## config.mk

```make
export PLATFORM = sky130hd
export DESIGN_NAME = if_stage_flat
export DESIGN_NICKNAME = d
export VERILOG_FILES = /design/src/rtl/if_stage_if.sv /design/src/rtl/if_stage.sv /design/src/flat_wrapper.sv
export SDC_FILE = /design/constraint.sdc
export NUM_CORES = 1
export LEC_CHECK = 0
export CORE_AREA = 2 2 113 115
export CTS_BUF_LIST = sky130_fd_sc_hd__clkbuf_4 sky130_fd_sc_hd__clkbuf_8
export DETAILED_ROUTE_END_ITERATION = 10
export DIE_AREA = 0 0 115 117
export HOLD_SLACK_MARGIN = 0.1
export PLACE_DENSITY = 0.87
export SLEW_MARGIN = 20
export SYNTH_ARGS = -nofsm -noshare
export SYNTH_HDL_FRONTEND = slang
export SYNTH_SLANG_ARGS = --single-unit
```

## constraint.sdc

```tcl
create_clock -name i_clk -period 4 [get_ports i_clk]
set_input_delay 0.6 -clock i_clk [delete_from_list [all_inputs] [get_ports i_clk]]
set_output_delay 0.6 -clock i_clk [all_outputs]
set_load 0.05 [all_outputs]
```

## src/rtl/if_stage_if.sv

```systemverilog
// Instruction-memory bus between the fetch stage and instruction memory.
// Request/ready handshake on the request side, rvalid/rdata on the response side.
interface if_stage_if;
  logic        o_imem_req;
  logic [31:0] o_imem_addr;
  logic        i_imem_ready;
  logic        i_imem_rvalid;
  logic [31:0] i_imem_rdata;

  modport master (
    output o_imem_req,
    output o_imem_addr,
    input  i_imem_ready,
    input  i_imem_rvalid,
    input  i_imem_rdata
  );

  modport slave (
    input  o_imem_req,
    input  o_imem_addr,
    output i_imem_ready,
    output i_imem_rvalid,
    output i_imem_rdata
  );
endinterface

```

## src/rtl/if_stage.sv

```systemverilog
// Instruction-fetch stage of the 5-stage MIPS pipeline.
// Owns the PC, keeps exactly one instruction-memory request in flight, and
// loads the IF/ID register. Branch redirects flush wrong-path fetches and take
// priority over hazard stalls. Stalled responses are parked in a hold buffer.
// Optional feature: define IF_PERF_CNT_EN to add saturating stall/flush counters.
module if_stage #(
  parameter logic [31:0] RESET_PC = 32'h0000_0000
) (
  input  logic        i_clk,
  input  logic        i_rst_n,
  input  logic        i_no_change_pc,
  input  logic        i_no_change_IF_ID,
  input  logic        i_branch_taken,
  input  logic [31:0] i_branch_target,
  if_stage_if.master  imem,
  output logic [31:0] o_IF_ID_Instr,
  output logic [31:0] o_IF_ID_PC4,
  output logic        o_IF_ID_valid
`ifdef IF_PERF_CNT_EN
  ,
  output logic [31:0] o_stall_cycles,
  output logic [31:0] o_flush_count
`endif
);

  typedef enum logic [2:0] {
    S_IDLE,
    S_REQ,
    S_WAIT,
    S_HOLD,
    S_DROP
  } state_e;

  state_e      state_q, state_d;
  logic [31:0] pc_q, pc_d;
  logic [31:0] hold_q, hold_d;
  logic [31:0] instr_q, instr_d;
  logic [31:0] pc4_q, pc4_d;
  logic        valid_q, valid_d;

  logic        stall;
  logic        branch;
  logic [31:0] target;
  logic [31:0] pc_plus4;
  logic        deliver;
  logic [31:0] deliver_instr;

  assign stall    = i_no_change_pc | i_no_change_IF_ID;
  assign branch   = i_branch_taken;
  assign target   = i_branch_target & 32'hFFFF_FFFC;
  assign pc_plus4 = pc_q + 32'd4;

  // Fetch FSM: next state, PC update, hold buffer and instruction delivery
  always_comb begin
    // NOTE: every signal written here gets a default first, so no path leaves it unassigned and no latch is inferred.
    state_d       = state_q;
    pc_d          = pc_q;
    hold_d        = hold_q;
    deliver       = 1'b0;
    deliver_instr = 32'h0;
    case (state_q)
      S_IDLE: state_d = S_REQ;
      S_REQ: begin
        if (branch) begin
          pc_d = target;
          // An accepted wrong-path request still returns data; drain it in DROP.
          if (imem.i_imem_ready) state_d = S_DROP;
        end else if (imem.i_imem_ready) begin
          state_d = S_WAIT;
        end
      end
      S_WAIT: begin
        if (imem.i_imem_rvalid) begin
          if (branch) begin
            pc_d    = target;
            state_d = S_REQ;
          end else if (stall) begin
            hold_d  = imem.i_imem_rdata;
            state_d = S_HOLD;
          end else begin
            deliver       = 1'b1;
            deliver_instr = imem.i_imem_rdata;
            pc_d          = pc_plus4;
            state_d       = S_REQ;
          end
        end else if (branch) begin
          // Response still outstanding: redirect now, discard it when it lands.
          pc_d    = target;
          state_d = S_DROP;
        end
      end
      S_HOLD: begin
        if (branch) begin
          pc_d    = target;
          hold_d  = 32'h0;
          state_d = S_REQ;
        end else if (!stall) begin
          deliver       = 1'b1;
          deliver_instr = hold_q;
          pc_d          = pc_plus4;
          hold_d        = 32'h0;
          state_d       = S_REQ;
        end
      end
      S_DROP: begin
        if (branch) pc_d = target;
        if (imem.i_imem_rvalid) state_d = S_REQ;
      end
      default: state_d = S_IDLE;
    endcase
  end

  // IF/ID next value: new instruction, flush to bubble, hold on stall, else bubble
  always_comb begin
    instr_d = instr_q;
    pc4_d   = pc4_q;
    valid_d = valid_q;
    if (deliver) begin
      instr_d = deliver_instr;
      pc4_d   = pc_plus4;
      valid_d = 1'b1;
    end else if (branch || !stall) begin
      instr_d = 32'h0;
      pc4_d   = 32'h0;
      valid_d = 1'b0;
    end
  end

  // State, PC, hold buffer and IF/ID registers
  always_ff @(posedge i_clk or negedge i_rst_n) begin
    if (!i_rst_n) begin
      state_q <= S_IDLE;
      pc_q    <= RESET_PC;
      hold_q  <= 32'h0;
      instr_q <= 32'h0;
      pc4_q   <= 32'h0;
      valid_q <= 1'b0;
    end else begin
      // NOTE: sequential state uses non-blocking assignments so all flops update together from pre-edge values.
      state_q <= state_d;
      pc_q    <= pc_d;
      hold_q  <= hold_d;
      instr_q <= instr_d;
      pc4_q   <= pc4_d;
      valid_q <= valid_d;
    end
  end

  assign imem.o_imem_req  = (state_q == S_REQ);
  assign imem.o_imem_addr = pc_q;
  assign o_IF_ID_Instr    = instr_q;
  assign o_IF_ID_PC4      = pc4_q;
  assign o_IF_ID_valid    = valid_q;

`ifdef IF_PERF_CNT_EN
  logic [31:0] stall_cycles_q, stall_cycles_d;
  logic [31:0] flush_count_q, flush_count_d;

  // Saturating counts of stalled cycles and branch-redirect cycles
  always_comb begin
    stall_cycles_d = stall_cycles_q;
    flush_count_d  = flush_count_q;
    if (stall && (stall_cycles_q != 32'hFFFF_FFFF)) stall_cycles_d = stall_cycles_q + 32'd1;
    if (branch && (flush_count_q != 32'hFFFF_FFFF)) flush_count_d = flush_count_q + 32'd1;
  end

  // Performance counter registers
  always_ff @(posedge i_clk or negedge i_rst_n) begin
    if (!i_rst_n) begin
      stall_cycles_q <= 32'h0;
      flush_count_q  <= 32'h0;
    end else begin
      stall_cycles_q <= stall_cycles_d;
      flush_count_q  <= flush_count_d;
    end
  end

  assign o_stall_cycles = stall_cycles_q;
  assign o_flush_count  = flush_count_q;
`endif

endmodule

```

## src/flat_wrapper.sv

```systemverilog
// flat-port wrapper written by rule: the top's interface ports become plain ports
module if_stage_flat 
#(
  parameter logic [31:0] RESET_PC = 32'h0000_0000
)
  (i_clk, i_rst_n, i_no_change_pc, i_no_change_IF_ID, i_branch_taken, i_branch_target, o_IF_ID_Instr, o_IF_ID_PC4, o_IF_ID_valid, imem_o_imem_req, imem_o_imem_addr, imem_i_imem_ready, imem_i_imem_rvalid, imem_i_imem_rdata);
  if_stage_if imem_i ();
  input  logic i_clk;
  input  logic i_rst_n;
  input  logic i_no_change_pc;
  input  logic i_no_change_IF_ID;
  input  logic i_branch_taken;
  input  logic [31:0] i_branch_target;
  output logic [31:0] o_IF_ID_Instr;
  output logic [31:0] o_IF_ID_PC4;
  output logic o_IF_ID_valid;
  output wire logic [$bits(imem_i.o_imem_req)-1:0] imem_o_imem_req;
  output wire logic [$bits(imem_i.o_imem_addr)-1:0] imem_o_imem_addr;
  input wire logic [$bits(imem_i.i_imem_ready)-1:0] imem_i_imem_ready;
  input wire logic [$bits(imem_i.i_imem_rvalid)-1:0] imem_i_imem_rvalid;
  input wire logic [$bits(imem_i.i_imem_rdata)-1:0] imem_i_imem_rdata;
  assign imem_o_imem_req = imem_i.o_imem_req;
  assign imem_o_imem_addr = imem_i.o_imem_addr;
  assign imem_i.i_imem_ready = imem_i_imem_ready;
  assign imem_i.i_imem_rvalid = imem_i_imem_rvalid;
  assign imem_i.i_imem_rdata = imem_i_imem_rdata;
  if_stage #(.RESET_PC(RESET_PC)) u_core (.i_clk(i_clk), .i_rst_n(i_rst_n), .i_no_change_pc(i_no_change_pc), .i_no_change_IF_ID(i_no_change_IF_ID), .i_branch_taken(i_branch_taken), .i_branch_target(i_branch_target), .imem(imem_i), .o_IF_ID_Instr(o_IF_ID_Instr), .o_IF_ID_PC4(o_IF_ID_PC4), .o_IF_ID_valid(o_IF_ID_valid));
endmodule
```

# ---- Word-level counts from Yosys, hierarchy flattened
# Index checks and enable logic that the tools add are counted.
# W data, S select, Z words.
dict set report classes {
  add_sub_neg 1
  n_bitwise 1
  muxes 37
  eq_ne 11
  n_reduce_logical 9
}
# cell count
set ops {}
lappend ops {{$mux W32} 17}
lappend ops {{$pmux W32 S2} 2}
lappend ops {{$pmux W32 S3} 1}
lappend ops {{$add A32 B3 Y32 const B} 1}
lappend ops {{$mux W3} 9}
lappend ops {{$pmux W3 S5} 1}
lappend ops {{$eq A3 B2 Y1 const B} 2}
lappend ops {{$ne A2 B2 Y1 const B} 3}
lappend ops {{$ne A3 B3 Y1 const B} 2}
lappend ops {{$mux W1} 5}
lappend ops {{$reduce_and A5 Y1} 1}
lappend ops {{$ne A2 B1 Y1 const B} 2}
lappend ops {{$reduce_and A4 Y1} 1}
lappend ops {{$reduce_bool A2 Y1} 2}
lappend ops {{$eq A3 B1 Y1 const B} 1}
lappend ops {{$eq A3 B3 Y1 const B} 1}
lappend ops {{$logic_not A3 Y1} 1}
lappend ops {{$reduce_bool A3 Y1} 1}
lappend ops {{$mux W2} 1}
lappend ops {{$pmux W1 S2} 1}
lappend ops {{$reduce_or A2 Y1} 1}
lappend ops {{$logic_not A1 Y1} 1}
lappend ops {{$logic_or A1 B1 Y1} 1}
lappend ops {{$or A1 B1 Y1} 1}
dict set report word_totals {
  in_bits 71
  output_inout_bits 98
  regBits 132
  elab_cells 65
}

# ---- Logic depth before layout (Yosys ltp)
# Gate-level depths: netlist of the first run.
dict set report depth {
  ltp_word 6
  mapped_depth 8
  mapped_depth_nobuf 6
}

# ---- Worst setup path before layout of the first run
# Ideal clock, no wire load.
dict set report synth_timing {
  path_kind {reg2reg}
  start {register u_core.state_q[2]}
  end {register u_core.pc_q[31] (netlist: u_core.imem.o_imem_addr[31])}
  slack_ns 1.690
  required_time_ns 3.913
  path_stages_with_launch 6
  arrival_ns 2.223
  cell_sequence {dfrtp_1 > buf_2 > nor3_1 > a22o_1 > nand2_1 > a22oi_1}
}
dict set report synth_via {
  elab_chain_cells 3
  word_cells_on_any_way 7
  classes_between {4 x eq/ne; 1 x mux; 2 x reduce/logical}
}
# item line
set synth_rtl {}
lappend synth_rtl {{from (decl)} if_stage.sv:34} ;# state_e state_q, state_d;
lappend synth_rtl {{from (signal assigned)} if_stage.sv:140} ;# state_q <= state_d;
lappend synth_rtl {{$eq A3 B1 Y1 *} n/a}
lappend synth_rtl {{net imem_o_imem_req} flat_wrapper.sv:17} ;# output wire logic [$bits(imem_i.o_imem_req)-1:0] imem_o_imem_req;
lappend synth_rtl {{$reduce_or A2 Y1 (no line) *} n/a}
lappend synth_rtl {{$pmux W32 S3 or $reduce_bool A3 Y1 (tied branches)} n/a}
lappend synth_rtl {{to (signal assigned)} if_stage.sv:141} ;# pc_q <= pc_d;
lappend synth_rtl {{to (decl)} if_stage.sv:35} ;# logic [31:0] pc_q, pc_d;
# Mark *: on every way through the listed nets, which the timed path passes. The rest lies on a longest branch.
# A chain may end at the register's enable or synchronous reset.

# ---- Worst setup path after layout of the first run
dict set report layout_timing {
  start {register u_core.state_q[0]}
  end {output imem_o_imem_req}
}
dict set report layout_via {
  elab_chain_cells 1
}
# item line
set layout_rtl {}
lappend layout_rtl {{$eq A3 B1 Y1} if_stage.sv:149} ;# assign imem.o_imem_req = (state_q == S_REQ);
lappend layout_rtl {{to (decl)} flat_wrapper.sv:17}
# Every way passes these cells.

==> results.tsv, run 1 <==
metric	value	unit
outcome	finished, final reports clean	
Clock Pin Slew Worst Setup and Hold Paths	0.08	ns
static leakage	3.649	nW
critical-path cell list	inv_1 > nor3_1 > clkdlybuf4s50_1	
die area	13460	sq um
final WL	20050	microns
Yosys top cell by area	dfrtp_1	
post-route insts no fill	1031	
H-Tree Level Count	4	
final cycle utilization of the critical path	0.7587	
Final nets	940	
xor and xnor area share after synthesis	0.03979	
final instance area	8755	sq um
Critical R2R Launch	u_core.state_q[0]	
Area contributors post-synth	dfrtp_1 50%, nand2_1 8.6%, o21ai_0 4.9%, a22oi_1 4.1%, nand3_1 3.8%	
synth unique cells	62	
Fillers	932	
Clock Latency Late Sink	0.45	ns
Simple-Gate Fraction of Synth Area	0.2181	
CTS Root Cell	clkbuf_8	
post-synthesis register bit count	132	
Final min period	3.035	ns
WP data required	3.40	ns
core box area	12310	sq um
Top FF cell, synth	dfrtp_1	
post-synth top area share	0.5002	
CTS tree	built	
Reg2Reg Setup Slack	1.28	ns
CP startpoint	u_core.state_q[0]	
Synth Area in Adders	0.001895	
Die Y	117	microns
Worst-Margin Slew	0.8645	ns
worst reg2reg path depth	5	
RSZ-0062 raised after global routing	false	
share of layout cells above drive strength 1	0.07832	
CTS buffer count	17	
DRC	0	
slowest stage cell, crit path	clkdlybuf4s50_1	
postcts setup bufs	0	
I/O Buffers	166	
largest net degree at the start of global routing	70	
Pwr Density	662.0	nW/um^2
Mapped Area	6604	sq um
Die Span X	115	microns
stages on the worst setup path	3	
critical path type	reg -> out	
crit path buf inv count	2	
mux contribution to synthesized area	0.01080	
post-synthesis compound-gate area fraction	0.1870	
Hold Fails Final Rpt	0	
MaxCap Viol Count	0	
synth warn	0	
HPWL after DPL	13300	microns
area grow syn2layout	32.57	%
sequential-to-total area share from yosys stat	0.5002	
gpl congestion	0.9308	
largest family of logic cells by synthesized area	simple AND/OR/NAND/NOR gates	
global-route wire length before repair	31170	microns
number of vias per cell	6.345	
Ant. Diodes	0	
grt ovf	0	
initial antenna violation count	0	
Tightest Hold Check Type	in -> async	
Clock Path Buffers	2	
worst hold slack	0.2424	ns
vias in the first global route	6256	
Worst Skew	0.007577	ns
GRT Util Overall	0.2967	
Critical Path AT	2.43	ns
setup TNS	0	ns
share of flip-flops with an asynchronous set or reset	1.000	
cell family with most CP delay	buffers and inverters	
Mapped Cells	726	
setup violators final	0	
Setup crit start kind	flip-flop	
Syn Area/Cell	9.096	sq um
Max FO, Critical Path	13	
initial core utilization	0.5364	
Post-CTS Resized	0	
Crit path largest cell delay	0.90	ns
Worst Setup EP	imem_o_imem_req	
fin. max-slew vios	0	
ANT nets after route	0	
Post-DP Area	8313	sq um
Slew HR	0.4205	
RR Endpoint	u_core.imem.o_imem_addr[25]	
drt wl/cell	19.45	microns
row cnt	41	
EDFF count, synth	0	
post-synthesis net count	798	
Via Count	6542	
Post-CTS Hold Buffers	0	
Iteration-0 DRC Markers	791	
worst IR drop on VDD	0.0003351	V
DR pass1 iterations	5	
max frequency	0.3295	GHz
cell count after placement	999	
I/O Pins	169	
CP Capture Type	output port	
total clock sinks	132	
total power draw	5.795	mW
[layer usage]
layer	vias to the layer above	GRT usage	wire length (microns)
li1	2874	-	-
met1	3177	0.3778	7857
met2	418	0.4882	9674
met3	73	0.07106	1809
met4	0	0.1285	708
met5	-	0	0
[cell type report]
cell class | instances | area, sq um | share of cell area
Timing Repair Buffer | 177 | 1754 | 0.2004
Clock buffer | 17 | 234.0 | 0.02673
Inverter | 8 | 30.03 | 0.003430
Clock inverter | 15 | 205.2 | 0.02344
Sequential cell | 132 | 3303 | 0.3773
Multi-Input combinational cell | 532 | 3040 | 0.3473
Tap cell | 150 | 187.7 | 0.02144
[through the flow]
step / utilization / setup slack, ns
after CTS: 0.7109 / 0.9951
after floorplan: - / 1.690
after global routing: 0.7111 / 0.8516
after detailed placement: 0.6752 / 0.8551
after global placement: 0.6752 / 0.9380
final: 0.7111 / 0.9653
[synth_stat cells (3+ instances only)]
cell	count
inv_1	7
nor3_1	9
or3_1	9
and4_1	3
o21ai_1	6
nand2_1	152
a2bb2oi_1	3
nor4_1	3
xnor2_1	9
a211oi_1	3
o221ai_1	3
buf_1	3
xor2_1	21
and3_1	7
nor2_1	31
o22a_1	3
nand4_1	12
and2_1	3
a22o_1	8
buf_2	15
a31oi_1	6
a21oi_1	23
a31o_2	3
o21a_1	3
nand3_1	50
o22ai_1	17
mux2i_1	6
o21ai_0	65
clkbuf_1	30
nor3_2	3
a22oi_1	36
buf_4	3
dfrtp_1	132
[worst min path at each step]
stage	endpoint	slack [ns]	cells after the start
detailed placement	u_core.hold_q[7]	0.46	2
global placement	u_core.hold_q[6]	0.45	2
floorplan	u_core.hold_q[0]	0.30	0
global route	u_core.hold_q[31]	0.30	1
finish	u_core.o_IF_ID_Instr[2]	0.24	1
CTS	u_core.o_IF_ID_Instr[2]	0.27	1
[registers in the layout, indices dropped and copies added (netlist names)]
signal / cells
u_core.hold_q: 32
u_core.imem.o_imem_addr: 32
u_core.o_IF_ID_Instr: 32
u_core.o_IF_ID_PC4: 32
u_core.o_IF_ID_valid: 1
u_core.state_q: 3
[power by group]
part	internal, mW	switching, mW
Combinational	0.852	1.55
Clock	0.684	0.569
Sequential	1.65	0.482
Total	3.19	2.61
[cells by family (layout without fill, tap and decap cells)]
family,after synthesis,after routing
buffers and inverters,62,217
flip-flops,132,132
AND/OR/NAND/NOR,301,301
adder cells (fa/ha/maj),1,1
XOR/XNOR,30,30
multiplexers,7,7
AO/OA/AOI/OAI,193,193
[layout by cell type (no fill, tap or decap), drive strengths merged, types with 3 or more instances in the layout]
cell	netlist	routed
a21oi	23	23
nor4	6	6
clkdlybuf4s50	0	165
a31o	3	3
or3	10	10
a211oi	3	3
and2	3	3
o21ai	71	71
clkbuf	31	17
inv	7	10
o21a	3	3
nand4	13	13
o22ai	17	17
o22a	3	3
nand2	154	154
a2bb2oi	3	3
o221ai	3	3
mux2i	6	6
a31oi	6	6
xnor2	9	9
xor2	21	21
dfrtp	132	132
a22oi	36	36
and4	3	3
a22o	8	8
clkinvlp	0	3
clkinv	1	6
nor3	13	13
nand3	50	50
buf	23	12
nor2	32	32
bufinv	0	4
and3	7	7
Power figures use the tool's default switching activity.
==> run 2, diff against run 1 <==
--- a/config.mk
+++ b/config.mk
@@ -5,12 +5,12 @@
 export SDC_FILE = /design/constraint.sdc
 export NUM_CORES = 1
 export LEC_CHECK = 0
-export CORE_AREA = 2 2 113 115
+export CORE_AREA = 2 2 117 119
 export CTS_BUF_LIST = sky130_fd_sc_hd__clkbuf_4 sky130_fd_sc_hd__clkbuf_8
 export DETAILED_ROUTE_END_ITERATION = 10
-export DIE_AREA = 0 0 115 117
+export DIE_AREA = 0 0 119 121
 export HOLD_SLACK_MARGIN = 0.1
-export PLACE_DENSITY = 0.87
+export PLACE_DENSITY = 0.82
 export SLEW_MARGIN = 20
 export SYNTH_ARGS = -nofsm -noshare
 export SYNTH_HDL_FRONTEND = slang
==> constraint.sdc (replaced) <==
create_clock -name i_clk -period 2.8 [get_ports i_clk]
set_input_delay 0.42 -clock i_clk [delete_from_list [all_inputs] [get_ports i_clk]]
set_output_delay 0.42 -clock i_clk [all_outputs]
set_load 0.05 [all_outputs]
==> run 2 against run 1 <==
Against the previous run: utilization fell by 3.2 points; critical path depth did not move; clock power rose by 28%; final cell count rose by 4.0%; sequential power rose by 42%; worst setup slack got worse by 0.69 ns; wire length fell by 0.76%; clock-buffer cell count rose by 3; sequential share of layout area fell by 0.54 points; power rose by 41%; largest power group unchanged; cell area rose by 1.4%; register-to-register slack got worse by 0.89 ns.
==> results.tsv, run 2 (same netlist as run 1, synthesis figures left out) <==
metric	value	unit	change
Iteration-0 DRC Markers	792		+0.13%
Worst Skew	0.009414	ns	+0.001837 ns
WP data required	2.38	ns	-1.02 ns
Reg2Reg Setup Slack	0.39	ns	-0.89 ns
initial antenna violation count	0		unchanged
outcome	finished, final reports clean		
final cycle utilization of the critical path	0.9013		
core box area	13090	sq um	+6.3%
fin. max-slew vios	0		unchanged
Final min period	2.524	ns	
DR pass1 iterations	6		+1
Ant. Diodes	0		unchanged
CTS buffer count	17		unchanged
Final nets	956		+1.7%
HPWL after DPL	13840	microns	+4.1%
Clock Latency Late Sink	0.46	ns	about the same
DRC	0		unchanged
gpl congestion	0.8928		-4.1%
static leakage	3.705	nW	+1.5%
share of layout cells above drive strength 1	0.09152		+0.01320
setup violators final	0		unchanged
I/O Pins	169		unchanged
Clock Path Buffers	2		unchanged
final WL	19900	microns	-0.76%
Via Count	6350		-2.9%
vias in the first global route	6208		-0.77%
row cnt	42		+2.4%
Worst-Margin Slew	0.7165	ns	-0.1480 ns
CTS Root Cell	clkbuf_8		
die area	14400	sq um	+7.0%
Max FO, Critical Path	13		unchanged
Tightest Hold Check Type	reg -> reg		
grt ovf	0		unchanged
Die Span X	119	microns	+3.5%
worst hold slack	0.4761	ns	+0.2338 ns
Pwr Density	917.1	nW/um^2	+39%
Slew HR	0.5223		+0.1018
Hold Fails Final Rpt	0		unchanged
area grow syn2layout	34.48	%	
Clock Pin Slew Worst Setup and Hold Paths	0.07	ns	about the same
ANT nets after route	0		unchanged
number of vias per cell	5.924		-6.6%
MaxCap Viol Count	0		unchanged
commonest cells after routing, fill and taps aside	164 x clkdlybuf4s50_1, 152 x nand2_1, 132 x dfrtp_1		
worst IR drop on VDD	0.0005691	V	+70%
Critical Path AT	2.10	ns	-0.33 ns
global-route wire length before repair	31660	microns	+1.6%
GRT Util Overall	0.2808		-0.01594
initial core utilization	0.5047		-0.03170
max frequency	0.3963	GHz	
cell count after placement	1040		+4.1%
H-Tree Level Count	4		unchanged
drt wl/cell	18.56	microns	-4.6%
critical path type	reg -> out		
post-route insts no fill	1072		+4.0%
met2 WL	9755	microns	+0.84%
RSZ-0062 raised after global routing	false		
CP Capture Type	output port		
total clock sinks	132		unchanged
setup TNS	0	ns	unchanged
max layer used	met4		
I/O Buffers	166		unchanged
commonest non-fill, non-tap cell in the layout	clkdlybuf4s50_1		
Die Y	121	microns	+3.4%
largest net degree at the start of global routing	79		+13%
Setup crit start kind	flip-flop		
WL met1	8162	microns	+3.9%
CTS tree	built		
WL met3	1383	microns	-24%
postcts setup bufs	0		unchanged
==> run 2: cell types whose count changed in the layout (fill, tap and decap cells not counted), moves of 2 or more <==
cell / previous run / this run
clkbuf_8: 17 / 19
buf_4: 11 / 24
clkinvlp_4: 3 / 5
inv_6: 3 / 1
bufinv_16: 4 / 2
==> run 2: where the power goes <==
group          internal, mW  switching (mW)
combinational          1.28            2.22
sequential             2.36           0.673
clock                 0.844           0.760
total                  4.49            3.66
==> run 2: final cells by class <==
cell class,count,area (sq um)
timing repair buffer,193,1892
tap,176,220.2
multi-input combinational,532,3038
fill,1046,4204
inverter,8,30.03
clock inverter,11,128.9
clock buffer,20,269.0
sequential,132,3303
==> run 2: critical path: stages, from the launching register on <==
cell and delay (ns):
dfrtp_1 0.61, inv_1 0.20, nor3_1 0.22, dlygate4sd2_1 0.61
==> run 2: timing repair <==
item | in CTS | in global routing
hold buffers | 1 | 0
setup endpoints to repair | 1 | 0
endpoints found under the hold margin | 77 | 0
gates resized for setup | 1 | 0
==> run 2: worst paths after layout <==
path	startpoint	to	depth (start not counted)
setup / recovery	u_core.state_q[0]	imem_o_imem_req	3
hold / removal	u_core.hold_q[14]	u_core.hold_q[14]	2
setup reg to reg	u_core.imem.o_imem_addr[2]	u_core.o_IF_ID_PC4[28]	6
hold reg to reg	u_core.hold_q[14]	u_core.hold_q[14]	2
max in group asynchronous	i_rst_n	u_core.imem.o_imem_addr[3]	3
min in group asynchronous	i_rst_n	u_core.o_IF_ID_PC4[30]	2
==> run 2: per-layer routing <==
layer / vias up / GRT usage
met2: 306 / 0.4558
li1: 2898 / -
met1: 3096 / 0.3576
met4: 0 / 0.1257
met5: - / 0
met3: 50 / 0.06908
==> run 2: through the flow <==
stage	setup slack (ns)	cell area (sq um)	power [mW]	util
floorplan	0.4904	6604	5.309	-
global placement	0.2638	8474	6.409	0.6476
detailed placement	0.2175	8474	6.532	0.6476
CTS	0.2684	8881	8.140	0.6787
global route	0.1829	8881	8.559	0.6787
finish	0.2764	8881	8.145	0.6787
